## config.mk

```make
export PLATFORM = sky130hd
export DESIGN_NAME = change_dispenser
export DESIGN_NICKNAME = d
export VERILOG_FILES = /design/src/rtl/vend_pkg.sv /design/src/rtl/coin_inventory.sv /design/src/rtl/change_dispenser.sv
export SDC_FILE = /design/constraint.sdc
export NUM_CORES = 1
export LEC_CHECK = 0
export ABC_AREA = 1
export CORE_MARGIN = 3
export CORE_UTILIZATION = 53
export DETAILED_ROUTE_END_ITERATION = 12
export GPL_TIMING_DRIVEN = 0
export PLACE_DENSITY = 0.81
export SLEW_MARGIN = 0
export SYNTH_ARGS = -nofsm -noshare
export SYNTH_HDL_FRONTEND = slang
export SYNTH_SLANG_ARGS = --single-unit
export TNS_END_PERCENT = 20
```

## constraint.sdc

```tcl
create_clock -name clk -period 1.6 [get_ports clk]
set_input_delay 0.48 -clock clk [delete_from_list [all_inputs] [get_ports clk]]
set_output_delay 0.48 -clock clk [all_outputs]
set_load 0.02 [all_outputs]
```

## src/rtl/vend_pkg.sv

```systemverilog
// Shared vending definitions: coin encoding (common to the vending controller),
// coin face values and the change-dispenser state enum.
package vend_pkg;

  localparam logic [1:0] COIN_NONE = 2'b00;
  localparam logic [1:0] COIN_5    = 2'b01;
  localparam logic [1:0] COIN_10   = 2'b10;
  localparam logic [1:0] COIN_20   = 2'b11;

  localparam int COIN_VAL_W = 8;

  typedef enum logic [2:0] {
    ST_IDLE   = 3'd0,
    ST_SELECT = 3'd1,
    ST_EJECT  = 3'd2,
    ST_GAP    = 3'd3,
    ST_DONE   = 3'd4,
    ST_FAULT  = 3'd5
  } cd_state_e;

  // Callers cast the result to their own amount width.
  function automatic logic [COIN_VAL_W-1:0] coin_value(input logic [1:0] code);
    case (code)
      COIN_5:  return 8'd5;
      COIN_10: return 8'd10;
      COIN_20: return 8'd20;
      default: return 8'd0;
    endcase
  endfunction

endpackage

```

## src/rtl/coin_inventory.sv

```systemverilog
// Per-denomination coin counters: refill increments, dispense decrements,
// both saturating; a simultaneous refill and dispense of one denomination cancel.
module coin_inventory
  import vend_pkg::*;
#(
  parameter int INV_W   = 8,
  parameter int INIT_5  = 10,
  parameter int INIT_10 = 10,
  parameter int INIT_20 = 10
) (
  input  logic       clk,
  input  logic       rst,
  input  logic       i_refill,
  input  logic [1:0] i_refill_den,
  input  logic       i_dec,
  input  logic [1:0] i_dec_den,
  output logic       o_avail_5,
  output logic       o_avail_10,
  output logic       o_avail_20
);

  localparam logic [INV_W-1:0] INV_MAX = '1;

  logic [INV_W-1:0] r_inv_5;
  logic [INV_W-1:0] r_inv_10;
  logic [INV_W-1:0] r_inv_20;

  function automatic logic [INV_W-1:0] next_cnt(input logic [INV_W-1:0] cur,
                                                input logic inc, input logic dec);
    if (inc && !dec && (cur != INV_MAX)) return cur + 1'b1;
    if (dec && !inc && (cur != '0))      return cur - 1'b1;
    return cur;
  endfunction

  always_ff @(posedge clk) begin
    if (rst) begin
      r_inv_5  <= INV_W'(INIT_5);
      r_inv_10 <= INV_W'(INIT_10);
      r_inv_20 <= INV_W'(INIT_20);
    end else begin
      r_inv_5  <= next_cnt(r_inv_5,  i_refill && (i_refill_den == COIN_5),
                                     i_dec && (i_dec_den == COIN_5));
      r_inv_10 <= next_cnt(r_inv_10, i_refill && (i_refill_den == COIN_10),
                                     i_dec && (i_dec_den == COIN_10));
      r_inv_20 <= next_cnt(r_inv_20, i_refill && (i_refill_den == COIN_20),
                                     i_dec && (i_dec_den == COIN_20));
    end
  end

  assign o_avail_5  = (r_inv_5  != '0);
  assign o_avail_10 = (r_inv_10 != '0);
  assign o_avail_20 = (r_inv_20 != '0);

endmodule

```

## src/rtl/change_dispenser.sv

```systemverilog
// Pays out a change amount one coin at a time (greedy 20/10/5) over an
// eject_req/eject_ack handshake; raises a sticky fault on short-change or hopper timeout.
module change_dispenser
  import vend_pkg::*;
#(
  parameter int AMT_W       = 6,
  parameter int INV_W       = 8,
  parameter int INIT_INV_5  = 10,
  parameter int INIT_INV_10 = 10,
  parameter int INIT_INV_20 = 10,
  parameter int TIMEOUT     = 16
) (
  input  logic             clk,
  input  logic             rst,
  input  logic             start,
  input  logic [AMT_W-1:0] amount,
  input  logic             refill,
  input  logic [1:0]       refill_den,
  output logic             eject_req,
  output logic [1:0]       eject_den,
  input  logic             eject_ack,
  output logic             busy,
  output logic             done,
  output logic             fault,
  output logic [AMT_W-1:0] remaining,
  output cd_state_e        dbg_state
);

  // Handshake: eject_req rises with eject_den already valid and both hold until
  // the first cycle eject_ack is sampled high; that cycle transfers one coin.
  // eject_ack outside an active request is ignored.

  localparam int               WAIT_W    = $clog2(TIMEOUT + 1);
  localparam logic [WAIT_W-1:0] WAIT_LAST = WAIT_W'(TIMEOUT - 1);
  localparam logic [AMT_W-1:0] VAL_5     = AMT_W'(coin_value(COIN_5));
  localparam logic [AMT_W-1:0] VAL_10    = AMT_W'(coin_value(COIN_10));
  localparam logic [AMT_W-1:0] VAL_20    = AMT_W'(coin_value(COIN_20));

  cd_state_e         r_state;
  logic [AMT_W-1:0]  r_remaining;
  logic [1:0]        r_eject_den;
  logic [WAIT_W-1:0] r_wait;
  logic              r_eject_req;
  logic              r_busy;
  logic              r_done;
  logic              r_fault;

  logic              w_avail_5;
  logic              w_avail_10;
  logic              w_avail_20;
  logic [1:0]        w_pick;
  logic              w_dec;
  logic [AMT_W-1:0]  w_coin_val;

  assign w_dec      = r_eject_req && eject_ack;
  assign w_coin_val = AMT_W'(coin_value(r_eject_den));

  coin_inventory #(
    .INV_W   (INV_W),
    .INIT_5  (INIT_INV_5),
    .INIT_10 (INIT_INV_10),
    .INIT_20 (INIT_INV_20)
  ) u_inv (
    .clk          (clk),
    .rst          (rst),
    .i_refill     (refill),
    .i_refill_den (refill_den),
    .i_dec        (w_dec),
    .i_dec_den    (r_eject_den),
    .o_avail_5    (w_avail_5),
    .o_avail_10   (w_avail_10),
    .o_avail_20   (w_avail_20)
  );

  // Largest coin that fits in the remaining amount and is in stock.
  always_comb begin
    w_pick = COIN_NONE;
    if ((r_remaining >= VAL_20) && w_avail_20)      w_pick = COIN_20;
    else if ((r_remaining >= VAL_10) && w_avail_10) w_pick = COIN_10;
    else if ((r_remaining >= VAL_5) && w_avail_5)   w_pick = COIN_5;
  end

  always_ff @(posedge clk) begin
    if (rst) begin
      r_state     <= ST_IDLE;
      r_remaining <= '0;
      r_eject_den <= COIN_NONE;
      r_wait      <= '0;
      r_eject_req <= 1'b0;
      r_busy      <= 1'b0;
      r_done      <= 1'b0;
      r_fault     <= 1'b0;
    end else begin
      case (r_state)
        ST_IDLE: begin
          if (start) begin
            r_remaining <= amount;
            r_busy      <= 1'b1;
            r_state     <= ST_SELECT;
          end
        end
        ST_SELECT: begin
          if (r_remaining == '0) begin
            r_done  <= 1'b1;
            r_state <= ST_DONE;
          end else if (w_pick != COIN_NONE) begin
            r_eject_den <= w_pick;
            r_wait      <= '0;
            r_eject_req <= 1'b1;
            r_state     <= ST_EJECT;
          end else begin
            r_fault <= 1'b1;
            r_state <= ST_FAULT;
          end
        end
        ST_EJECT: begin
          if (eject_ack) begin
            r_remaining <= r_remaining - w_coin_val;
            r_eject_req <= 1'b0;
            r_state     <= ST_GAP;
          end else if (r_wait == WAIT_LAST) begin
            r_eject_req <= 1'b0;
            r_fault     <= 1'b1;
            r_state     <= ST_FAULT;
          end else begin
            r_wait <= r_wait + 1'b1;
          end
        end
        ST_GAP:   r_state <= ST_SELECT;
        ST_DONE: begin
          r_done  <= 1'b0;
          r_busy  <= 1'b0;
          r_state <= ST_IDLE;
        end
        ST_FAULT: r_state <= ST_FAULT;
        default:  r_state <= ST_IDLE;
      endcase
    end
  end

  assign eject_req = r_eject_req;
  assign eject_den = r_eject_den;
  assign busy      = r_busy;
  assign done      = r_done;
  assign fault     = r_fault;
  assign remaining = r_remaining;
  assign dbg_state = r_state;

endmodule

```

==> impl_metrics.csv <==
group,metric,value,unit
power_and_ir_drop,p_total,4.83,mW
layout,area_growth,30.9,%
min_path,hold_end,"eject_req$_SDFFE_PP0P_",
power_and_ir_drop,power_frac_seq,32.2,%
timing,hold_viol_final,0,
timing,clock.fmax,568,MHz
die,start_util,55.9,%
run_status,violations,"setup timing",
timing,max_slew.worst_pin.slew,666,ps
die,rows,27,
global_route,grt_max_degree,13,
timing,slew_headroom,55.6,%
layout,mostFrequentLayoutCell,"nand2_1",
clock_tree,numClockSinks,44,
routing,wire_per_inst,14.3,um
logic_synthesis,netlist_instances,496,
run_status,status,"finished, violations left",
routing,via_count,3492,
timing,min_period,1760,ps
routing,routed_wl,8.88,mm
setup_path,cp-end-kind,"flop",
layout,finish.instance_area,0.00410,mm2
layout,n_fill_cell,455,
die,dieHeight,82.9,um
placement,gp_congestion,0.932,
power_and_ir_drop,vdd_ir_drop_max,0.00110,V
flow_run,max_cap_violations,0,
clock_tree,cts_inserted_buffers,5,
setup_path,critPathKind,"flop to flop",
setup_path,worst_r2r_endpoint,"remaining[4]$_SDFFE_PP0P_",
layout,seqCellArea,918,um2
logic_synthesis,yosysTopAreaCellShare,28.1,%
routing,first_pass_iters,5,
logic_synthesis,yosysTopAreaCell,"dfxtp_1",
global_route,busiest_layer,"met2",
clock_tree,clk_pin_slew,90,ps
power_and_ir_drop,switchingPower,2.24,mW
global_route,grt_use_met2,41.3,%
power_and_ir_drop,combPwrFrac,53.3,%
power_and_ir_drop,p_per_area,1180,mW/mm2
global_route,grtUsageMet3,4.76,%
logic_synthesis,ys_warn_count,0,
routing,drt-initial-drc-count,200,
power_and_ir_drop,power_leakage,1.76,nW
layout,drive_gt1_share,26.0,%
clock_tree,ctsLongestPathBuffers,2,
placement,place_area,0.00351,mm2
timing,setup_ws,-161,ps
placement,port_buffers,27,
setup_path,path_max_fanout,4,
clock_tree,clk_latency,310,ps
logic_synthesis,ys_seq_elements,44,
routing,vias_per_cell,5.62,
setup_path,slowest_stage,"dfxtp_4",
setup_path,crit_arrival,2000,ps
timing,setup_tns,-348,ps
placement,dp_hpwl,5.75,mm
layout,finalNetCount,575,
power_and_ir_drop,p_clk_share,14.6,%
layout,final_cell_mix,"nand2_1, nor2_1, inv_1",
timing,slew_violations,0,
die,dieArea,0.00687,mm2
global_route,grt_pass1_vias,3265,
placement,dp_slack,-560,ps
logic_synthesis,ys_seq_area_share,28.1,%
timing,rsz0062_at_grt,"yes",
logic_synthesis,synth.avg_cell_area,6.32,um2
global_route,grt_usage,24.4,%
routing,drcViolationCount,0,
global_route,antenna_found_initial,0,
clock_tree,htreeDepth,2,
setup_path,r2r_setup_slack,-160,ps
setup_path,path_cells,"inv_4 > nor2_2 > ha_2 > fa_2 > inv_2 > nand2_2 > a21boi_2 > nor2_2 > nor2_1 > nor2_1 > nand2_1 > nand2_1 > a21oi_1",
logic_synthesis,ys_types,33,
die,fp.coreArea,0.00561,mm2
min_path,min_path_type,"flop to flop",
layout,n_antenna_cell,0,
timing,fin_skew,10.4,ps
setup_path,worstReg2RegStart,"eject_den[0]$_SDFFE_PP0P_",
logic_synthesis,synth_nets,523,
logic_synthesis,synth_area_leaders,"dfxtp_1, nand2_1, nand3_1",
power_and_ir_drop,p_int,2.59,mW
clock_tree,cts-root-buf,"clkbuf_8",
setup_path,startpoint_type,"flop",
global_route,met1_usage,29.5,%
setup_path,cp.required,1840,ps
min_path,min_from,"eject_req$_SDFFE_PP0P_",
die,die_width,82.9,um
power_and_ir_drop,netSwitchingFraction,46.4,%
global_route,grt_pass1_wl,14.3,mm
logic_synthesis,netlist_area,0.00313,mm2
clock_tree,cts_tree,"done",
layout,multi_input_area,0.00237,mm2
die,ios,28,
setup_path,rr_worst_depth,13,
global_route,overflow,0,
routing,final_antenna_net_count,0,
setup_path,critPathMaxStageDelay,370,ps
timing,post-route-period-util,110,%
timing,setup_viol,7,
min_path,whs_path_depth,2,
timing,hold-worst-slack,471,ps
[synth_stat cells]
master,count
a21boi_0,1
a21oi_1,34
a21oi_2,1
a31o_2,1
a31oi_1,1
buf_2,1
clkbuf_1,5
dfxtp_1,44
fa_1,1
ha_1,13
inv_1,55
inv_2,10
nand2_1,104
nand2_2,8
nand2_4,1
nand2_8,1
nand3_1,52
nand3_2,1
nand3b_1,3
nand4_1,10
nand4_4,1
nor2_1,69
nor2_2,6
nor3_1,7
nor3_2,3
nor3b_1,1
o21ai_0,35
o21ai_1,5
or2_1,1
or2_2,3
or2_4,1
xnor2_1,2
xor2_1,15
[power by group through the flow]
stage               combinational, mW  clock, mW  sequential, mW
floorplan                        1.53          0            1.67
global placement                 2.27          0            1.55
detailed placement               2.32          0            1.55
CTS                              2.33      0.712            1.53
global route                     2.88      0.765            1.59
finish                           2.58      0.704            1.55
[worst max path at each step]
stage,from,to
2_1_floorplan,eject_den[0]$_SDFFE_PP0P_,remaining[4]$_SDFFE_PP0P_
3_3_place_gp,eject_ack,u_inv.r_inv_5[3]$_SDFFE_PP1P_
3_5_place_dp,eject_ack,u_inv.r_inv_20[3]$_SDFFE_PP1P_
4_1_cts,eject_den[0]$_SDFFE_PP0P_,remaining[4]$_SDFFE_PP0P_
5_1_grt,eject_den[0]$_SDFFE_PP0P_,remaining[4]$_SDFFE_PP0P_
6_report,eject_den[0]$_SDFFE_PP0P_,remaining[4]$_SDFFE_PP0P_
[per-layer routing]
| layer | up-vias | share of wire [%] |
|---|---|---|
| li1 | 1724 | - |
| met1 | 1608 | 41 |
| met2 | 123 | 49 |
| met3 | 37 | 5.4 |
| met4 | 0 | 3.9 |
| met5 | - | 0 |
[area by class of cell]
class / instances / area share, %
Inverter: 65 / 6.25
Timing Repair Buffer: 43 / 8.76
Sequential cell: 44 / 22.4
Multi-Input combinational cell: 383 / 57.8
Clock buffer: 7 / 1.86
Clock inverter: 1 / 0.0915
Buffer: 6 / 0.641
Tap cell: 72 / 2.20
[critical path: cells and delay by family (launching register included)]
kind                       cells  cell delay, ps
adders and majority gates      2             510
and+or+nand+nor                7             400
DFF                            1             370
AOI/OAI and AO/OA              2             260
buffers and inverters          2             130
[state kept, by name (all words and copies together), names as in the netlist]
name and flops:
u_inv.r_inv_10 8, busy 1, done 1, eject_req 1, remaining 6, r_wait 5
u_inv.r_inv_20 8, eject_den 2, u_inv.r_inv_5 8, fault 1, dbg_state 3
[what timing repair did]
action	in CTS	in global routing
cloned	1	1
setup endpoints to repair	54	47
resized for setup	59	95
pin swaps	14	30
hold buffers	0	0
buffers inserted	8	8
[stage by stage]
stage / cells / utilization (%)
final: 621 / 73.1
after global routing: 621 / 73.1
after CTS: 612 / 67.4
after detailed placement: 595 / 62.6
after global placement: 595 / 62.6
after floorplan: 496 / -
[logic make-up after synthesis]
kind of cell	after synthesis	share of synthesized area (%)
AND/OR/NAND/NOR	272	39.9
AO/OA/AOI/OAI	78	12.8
buffers and inverters	71	8.55
flip-flops	44	28.1
XOR/XNOR	17	4.75
adder cells (fa/ha/maj)	14	5.83
(Power assumes the default switching activity.)
